**config.mk**
```make
export PLATFORM = sky130hd
export DESIGN_NAME = req_arbiter
export DESIGN_NICKNAME = d
export VERILOG_FILES = /design/src/rtl/req_arbiter.sv
export SDC_FILE = /design/constraint.sdc
export NUM_CORES = 1
export LEC_CHECK = 0
export ABC_AREA = 1
export BUFFER_PORTS_ARGS = -buffer_cell sky130_fd_sc_hd__buf_2
export CAP_MARGIN = 20
export CORE_AREA = 10 10 47 49
export CTS_CLUSTER_DIAMETER = 50
export DETAILED_ROUTE_END_ITERATION = 10
export DIE_AREA = 0 0 57 59
export PLACE_DENSITY = 0.71
export SLEW_MARGIN = 15
export SYNTH_ARGS = -nofsm -noshare
export SYNTH_HDL_FRONTEND = slang
export SYNTH_SLANG_ARGS = --single-unit
```
**constraint.sdc**
```tcl
create_clock -name clk -period 1.2 [get_ports clk]
set_clock_uncertainty 0.2 [all_clocks]
set_input_delay 0.24 -clock clk [delete_from_list [all_inputs] [get_ports clk]]
set_output_delay 0.24 -clock clk [all_outputs]
set_load 0.02 [all_outputs]
```
**src/rtl/req_arbiter.sv**
```systemverilog
// Round-robin request arbiter feeding the scoreboard's single request port.
// Holds one request per FSM; memory-class opcodes wait for a free bank and never issue back to back.
module req_arbiter #(
  parameter int                           SRC_ID_W      = 4,
  parameter int                           NUM_REQ       = 2,
  parameter int                           OPCODE_W      = 2,
  parameter logic [SRC_ID_W*NUM_REQ-1:0]  REQ_SRC_IDS   = '0,
  parameter logic [OPCODE_W-1:0]          MEM_RD_OPCODE = '0,
  parameter logic [OPCODE_W-1:0]          MEM_WA_OPCODE = OPCODE_W'(1)
) (
  input  logic                         clk,
  input  logic                         rst_n,
  input  logic [NUM_REQ-1:0]           fsm_req_valid,
  input  logic [OPCODE_W*NUM_REQ-1:0]  fsm_req_opcode,
  output logic [NUM_REQ-1:0]           fsm_req_ready,
  output logic [NUM_REQ-1:0]           fsm_issued,
  input  logic                         mem_ready,
  output logic                         req_valid,
  output logic [SRC_ID_W-1:0]          req_src_id,
  output logic [OPCODE_W-1:0]          req_opcode
);

  localparam int RR_W = (NUM_REQ > 1) ? $clog2(NUM_REQ) : 1;

  function automatic logic is_mem(input logic [OPCODE_W-1:0] op);
    return (op == MEM_RD_OPCODE) || (op == MEM_WA_OPCODE);
  endfunction

  logic [NUM_REQ-1:0]  pending;
  logic [NUM_REQ-1:0]  eligible;
  logic [OPCODE_W-1:0] slot_op [NUM_REQ];
  logic [SRC_ID_W-1:0] src_id  [NUM_REQ];

  logic                req_valid_reg;
  logic [SRC_ID_W-1:0] req_src_id_reg;
  logic [OPCODE_W-1:0] req_opcode_reg;
  logic [NUM_REQ-1:0]  fsm_issued_reg;
  logic [RR_W-1:0]     rr_reg;

  logic                win_found;
  logic [RR_W-1:0]     win_idx;
  logic [RR_W-1:0]     rr_next;
  logic                mem_open;

  // The scoreboard's mem_ready lags one cycle behind a memory issue, so block right after one.
  assign mem_open = mem_ready && !(req_valid_reg && is_mem(req_opcode_reg));

  genvar gi;
  generate
    for (gi = 0; gi < NUM_REQ; gi++) begin : g_slot
      logic                pending_reg;
      logic [OPCODE_W-1:0] opcode_reg;
      logic                accept;
      logic                issue;

      assign src_id[gi]  = REQ_SRC_IDS[gi*SRC_ID_W +: SRC_ID_W];
      assign accept      = fsm_req_valid[gi] && !pending_reg;
      assign issue       = win_found && (win_idx == RR_W'(gi));
      assign pending[gi] = pending_reg;
      assign slot_op[gi] = opcode_reg;
      assign eligible[gi] = pending_reg && (!is_mem(opcode_reg) || mem_open);
      assign fsm_req_ready[gi] = !pending_reg;

      always_ff @(posedge clk) begin
        if (!rst_n) begin
          pending_reg <= 1'b0;
          opcode_reg  <= '0;
        end else if (accept) begin
          pending_reg <= 1'b1;
          opcode_reg  <= fsm_req_opcode[gi*OPCODE_W +: OPCODE_W];
        end else if (issue) begin
          pending_reg <= 1'b0;
        end
      end
    end
  endgenerate

  always_comb begin
    int unsigned idx;
    win_found = 1'b0;
    win_idx   = '0;
    idx       = 0;
    for (int k = 0; k < NUM_REQ; k++) begin
      idx = int'(rr_reg) + k;
      if (idx >= NUM_REQ) idx = idx - NUM_REQ;
      if (!win_found && eligible[idx]) begin
        win_found = 1'b1;
        win_idx   = RR_W'(idx);
      end
    end
  end

  assign rr_next = (win_idx == RR_W'(NUM_REQ - 1)) ? '0 : win_idx + RR_W'(1);

  always_ff @(posedge clk) begin
    if (!rst_n) begin
      req_valid_reg  <= 1'b0;
      req_src_id_reg <= '0;
      req_opcode_reg <= '0;
      fsm_issued_reg <= '0;
      rr_reg         <= '0;
    end else if (win_found) begin
      req_valid_reg  <= 1'b1;
      req_src_id_reg <= src_id[win_idx];
      req_opcode_reg <= slot_op[win_idx];
      fsm_issued_reg <= NUM_REQ'(1) << win_idx;
      rr_reg         <= rr_next;
    end else begin
      req_valid_reg  <= 1'b0;
      req_src_id_reg <= '0;
      req_opcode_reg <= '0;
      fsm_issued_reg <= '0;
    end
  end

  assign req_valid  = req_valid_reg;
  assign req_src_id = req_src_id_reg;
  assign req_opcode = req_opcode_reg;
  assign fsm_issued = fsm_issued_reg;

endmodule

```
* Yosys cells after proc, flatten, opt, wreduce, memory -nomap -nowiden *
Index checks and enable logic that the tools add are counted.

cells by class
  $add $sub $neg = 4
  multipliers = 0
  div/mod/pow operators = 0
  $lt $le $gt $ge = 5
  eq/ne operators = 3
  shift operators = 1
  multiplexer cells = 21
  bitwise logic cells = 2
  reduce and logical (&&, ||, !) cells = 26

operators with widths
  cell                   number
  $lt A32 B2 Y1 const B  2
  $mux W32               2
  $mux W1                14
  $logic_and A1 B1 Y1    9
  $mux W4                2
  $eq A2 B1 Y1 const B   3
  $logic_not A1 Y1       6
  $logic_not A2 Y1       3
  $mux W2                3
  $logic_or A1 B1 Y1     5
  $ge A2 B2 Y1 const B   2
  $reduce_bool A2 Y1     2
  $sub A1 B2 Y3 const B  1
  $sub A2 B2 Y3 const B  1
  $add A1 B1 Y2 const B  1
  $ge A1 B2 Y1 const B   1
  $not A1 Y2             1
  $reduce_and A2 Y1      1
  $shl A1 B1 Y2 const A  1
  $add A1 B1 Y1 const B  1
  $not A1 Y1             1

word-level totals
  register bits after elaboration = 16
  latch bits = 0
  memory bits (writable) = 0
  memory bits (read-only) = 0
  bits of input ports = 9
  output and inout port bits = 11
  logic and storage cells = 71
  memories kept = 0

* Logic depth before layout (Yosys ltp) *
  word-level depth = 17
  mapped depth = 10
  gate-level depth less buffers = 10

* Worst setup path before layout *
No wires, ideal clock.

  path kind = reg-to-reg
  start point = register req_opcode_reg[1], in the netlist req_opcode[1]
  end point = register req_opcode_reg[0], in the netlist req_opcode[0]
  setup time = 112 ps
  arrival = 1009 ps
  data required time = 888 ps
  slack = -121 ps
  cell stages (with the launch flop) = 10
  path buffers = 0
  clock period less this slack = 1321 ps
  cells stage by stage = dfxtp_1 -> inv_1 -> nand2_2 -> nand2_2 -> nand2_2 -> nand2_1 -> o21ai_2 -> nor2_2 -> nand2_1 -> nand2_1

between the ends
  word-level cells in the longest chain between the ends = 17
  elaborated cells on any way between the ends = 25
  those cells by class = 1 x eq/ne; 11 x mux; 1 x bitwise; 12 x reduce/logical

RTL lines
  what                                                     RTL line  RTL
  start, declared                                          36        logic [OPCODE_W-1:0] req_opcode_reg;
  start signal, assigned                                   105       req_opcode_reg <= slot_op[win_idx];
  $eq A2 B1 Y1 / $logic_not A2 Y1 (equally long branches)  26        return (op == MEM_RD_OPCODE) || (op == MEM_WA_OPCODE);
  $logic_or A1 B1 Y1 (*)                                   26
  $logic_and A1 B1 Y1 (*)                                  46        assign mem_open = mem_ready && !(req_valid_reg && is_mem(req_opcode_reg));
  $logic_not A1 Y1 (*)                                     46
  $logic_and A1 B1 Y1 (*)                                  46
  $logic_or A1 B1 Y1                                       61        assign eligible[gi] = pending_reg && (!is_mem(opcode_reg) || mem_open);
  $logic_and A1 B1 Y1                                      61
  $mux W1 (implied by the code) (2 in series)              86        if (!win_found && eligible[idx]) begin
  $mux W1                                                  86
  $logic_not A1 Y1                                         86
  $logic_and A1 B1 Y1                                      86
  $mux W1                                                  86
  $not A1 Y2 (implied by the code)                         105
  $mux W2 (implied by the code) (3 in series)              105

Mark *: on every way between the ends. The rest lies on a longest branch, timed or not. The select of a mux whose other input is x is not followed.
A chain may end at the register's enable or synchronous reset.

* Worst setup path after layout *
Same ends and word-level chain as after synthesis.

==> results <==
- The cell area that synthesis handed to floorplanning was 515 sq um.
- The critical path in this run is classified as reg -> reg.
- The share of final-layout standard cells stronger than drive strength 1 is 55.7%.
- The combinational share of power is 23.1%.
- Detailed routing inserted a total of 443 vias.
- From bottom edge to top edge, the die measures 59 microns.
- The number of antenna violations at the first check in global routing was 0.
- The first-pass GRT wire length is 1.82 mm.
- The number of hold violations in the final report was 0.
- For this run, asynchronously set or reset flops after synthesis account for 0%.
- The CTS root buffer is sky130_fd_sc_hd__clkbuf_4.
- The detail-routed net length per standard cell is 10.4 microns.
- The endpoint kind of the worst setup timing path is a flip-flop.
- 0 antenna diodes ended up in the layout.
- The register with the most flip-flops in the layout has 4 of them.
- The commonest register cell after synthesis is sky130_fd_sc_hd__dfxtp_1.
- The HPWL after detailed placement is 840 microns.
- The count of port buffers added during placement is 15.
- The cell type with the highest aggregate area in the netlist is sky130_fd_sc_hd__dfxtp_1.
- In this run the number of H-tree levels came out at 1.
- The number of warnings reported in the yosys synthesis log is 0.
- The number of different library cells used by synthesis comes to 18.
- At the later pin of the worst-skew pair, clock insertion delay measures 0.27 ns.
- In this run the worst hold path is classified as in -> reg.
- After the first detailed-routing iteration, the DRC count stood at 5.
- The overall routed net length is 1.08 mm.
- Net switching is 28.3% of the power.
- After detailed routing, the number of remaining DRC violations is 0.
- The synthesized instance count is 64.
- For this run the aggregate overflow at the end of global routing stands at 0.
- Ranked by instance count, the synthesized netlist is headed by 13 x sky130_fd_sc_hd__nand2_1, 12 x sky130_fd_sc_hd__dfxtp_1, 8 x sky130_fd_sc_hd__inv_1, 5 x sky130_fd_sc_hd__a21oi_1, 5 x sky130_fd_sc_hd__nand2_2.
- After detailed routing, the number of vias per cell comes to 4.26.
- The horizontal die dimension is 57 microns.
- The flop and latch count out of synthesis is 12.
- The fraction of post-synthesis cell area in the top cell type by area is 46.6%.
- The congestion estimate from routability-driven global placement came to 0.697.
- For this run, the detailed router's first-pass iteration total came to 2.
- The global-route total usage across every layer is 6.79%.
- The run finished, with violations left.
- The number of global-route vias before repair came to 465.
- In this run the worst path has a maximum fanout of 3.
- The number of cell rows is 14.
- The clock transition at the registers of the reported paths is 0.08 ns.
- The worst ir drop on vdd is 0.000775 V.
- Fill cells in the final layout number 143.
- The switching power is 0.000280 W.
- The number of max-slew violations in the final report came to 0.
- Setup repair after global routing could not meet its margin everywhere.
- The clock network is responsible for 32.3% of the overall power.
- Yosys mapped a number of flops with a built-in enable equal to 0.
- The average size of a mapped cell is 8.05 sq um.
- The analysis attributes to cell leakage a power of 0.377 nW.
- Among all cell types in the netlist, the one instantiated most often is sky130_fd_sc_hd__nand2_1.
- The effective utilization at floorplan is 36.8%.
- The worst path in the final design needs a cycle of 1.24 ns, including I/O delays and setup.
- The clock passes through at most 2 buffers.
- The total power per unit cell area is 1280 nW/um^2.
- The number of buffers created by CTS is 3.
- During I/O placement, the number of pins put on the boundary was 20.
- The floorplan step defined a die boundary enclosing 3360 sq um.
- The sum of negative setup slack is -0.161 ns.
- Of the total power, registers draw 44.6%.
- The data required time of the critical path is 1.17 ns.
- The sink count of the clock tree is 12.
- The total power is 0.000988 W.
- The utilization after layout is 55.1%.
- The layout overhead on the synthesized area is 49.8%.
- The final clock period utilization by the worst path is 104%.
- The tightest hold path in the finished design has a slack of 0.0288 ns.
- STA classifies the critical path startpoint as a flip-flop.
- The checks that failed: setup timing.
- The critical path arrival is 1.22 ns.
- The standard cell core area is 1400 sq um.
- Sequential cells were found to cover 46.6% of the synthesized design area.
- The layout net count is 98.
- The number of max-capacitance violations reported is 0.
- TritonCTS built the clock tree.
- Once routing completed, OpenROAD measured the worst setup slack at -0.0438 ns.
- Sorting the synthesized cells by area gives the leading types as sky130_fd_sc_hd__dfxtp_1 47%, sky130_fd_sc_hd__nand2_1 9.5%, sky130_fd_sc_hd__nand2_2 6.1%, sky130_fd_sc_hd__buf_4 5.8%, sky130_fd_sc_hd__inv_1 5.8%.
- The internal power is 0.000708 W.
- The total setup violations reported at the end of the flow is 6.
- The remaining antenna violation count is 0.
- Entering global routing, the biggest net connects 8 pins.
- The fmax is 0.804 GHz.
==> cells in the final DEF (no fill, tap or decap), types with 2 or more instances in the layout <==
master / count
sky130_fd_sc_hd__nor2_2: 2
sky130_fd_sc_hd__buf_4: 7
sky130_fd_sc_hd__conb_1: 4
sky130_fd_sc_hd__buf_2: 10
sky130_fd_sc_hd__clkbuf_4: 3
sky130_fd_sc_hd__buf_6: 3
sky130_fd_sc_hd__nand2_4: 4
sky130_fd_sc_hd__nand2_1: 11
sky130_fd_sc_hd__inv_1: 5
sky130_fd_sc_hd__dfxtp_4: 2
sky130_fd_sc_hd__a21oi_1: 4
sky130_fd_sc_hd__dfxtp_2: 2
sky130_fd_sc_hd__dfxtp_1: 8
sky130_fd_sc_hd__o21ai_0: 2
sky130_fd_sc_hd__inv_2: 3
sky130_fd_sc_hd__nor2_1: 2
sky130_fd_sc_hd__a21oi_2: 2
sky130_fd_sc_hd__nand3_4: 2
sky130_fd_sc_hd__nand2_2: 3
==> per-stage QoR <==
| stage | setup slack, ns | cells | area (sq um) |
|---|---|---|---|
| floorplan | -0.00299 | 67 | 534 |
| global placement | -0.0214 | 95 | 607 |
| detailed placement | -0.0377 | 95 | 607 |
| CTS | -0.0370 | 103 | 702 |
| global route | -0.128 | 104 | 772 |
| finish | -0.0438 | 104 | 772 |
==> critical path, cell delays in order (launching register included) <==
cell and delay, ns:
sky130_fd_sc_hd__dfxtp_4 0.35, sky130_fd_sc_hd__inv_2 0.03, sky130_fd_sc_hd__nand2_2 0.06, sky130_fd_sc_hd__nand2_4 0.07
sky130_fd_sc_hd__nand2_4 0.08, sky130_fd_sc_hd__nand2_4 0.06, sky130_fd_sc_hd__o21ai_4 0.13, sky130_fd_sc_hd__nor2_2 0.07
sky130_fd_sc_hd__nand2_1 0.06, sky130_fd_sc_hd__nand2_1 0.04
==> timing repair <==
item	4_1_cts	5_1_grt
setup endpoints to repair	7	16
pin swaps	1	4
endpoints found under the hold margin	1	0
gates resized for setup	12	14
hold buffers	1	0
setup buffers	3	1
==> path summary, 6_finish.rpt <==
kind / start / endpoint / slack (ns) / cells after the start
min reg2reg: g_slot[0].opcode_reg[1]$_SDFFE_PN0P_ / req_opcode[1]$_SDFF_PN0_ / 0.24 / 2
max reg2reg: req_opcode[1]$_SDFF_PN0_ / req_opcode[0]$_SDFF_PN0_ / -0.04 / 9
max: req_opcode[1]$_SDFF_PN0_ / req_opcode[0]$_SDFF_PN0_ / -0.04 / 9
min: fsm_req_opcode[0] / g_slot[0].opcode_reg[0]$_SDFFE_PN0P_ / 0.03 / 3
==> per-layer routing <==
layer | vias to the layer above | track usage, % | share of wire [%]
li1 | 235 | - | -
met1 | 190 | 6.42 | 40
met2 | 16 | 10.9 | 48
met3 | 2 | 5.15 | 10
met4 | 0 | 3.02 | 1.4
met5 | - | 0 | 0
==> power groups by stage <==
stage,Combinational (W),Sequential [W],Clock (W)
finish,0.000229,0.000440,0.000319
detailed placement,0.000155,0.000452,0
global route,0.000252,0.000443,0.000355
global placement,0.000151,0.000451,0
CTS,0.000188,0.000440,0.000328
floorplan,0.000110,0.000459,0
==> cells by family after synthesis <==
group / after synthesis / share of synthesized area [%]
DFF: 12 / 46.6
AOI/OAI and AO/OA: 10 / 11.2
and+or+nand+nor: 26 / 25.0
other: 1 / 0.727
buffers and inverters: 15 / 16.5
==> layout make-up <==
| class | instances | area, sq um | share of cell area, % |
|---|---|---|---|
| multi-input cells | 40 | 260 | 33.7 |
| flip-flops and latches | 12 | 250 | 32.4 |
| repair buffers | 21 | 146 | 19.0 |
| inverters | 11 | 58.8 | 7.62 |
| clock buffers | 4 | 36.3 | 4.70 |
| well taps | 16 | 20.0 | 2.59 |
(Power assumes the default switching activity.)
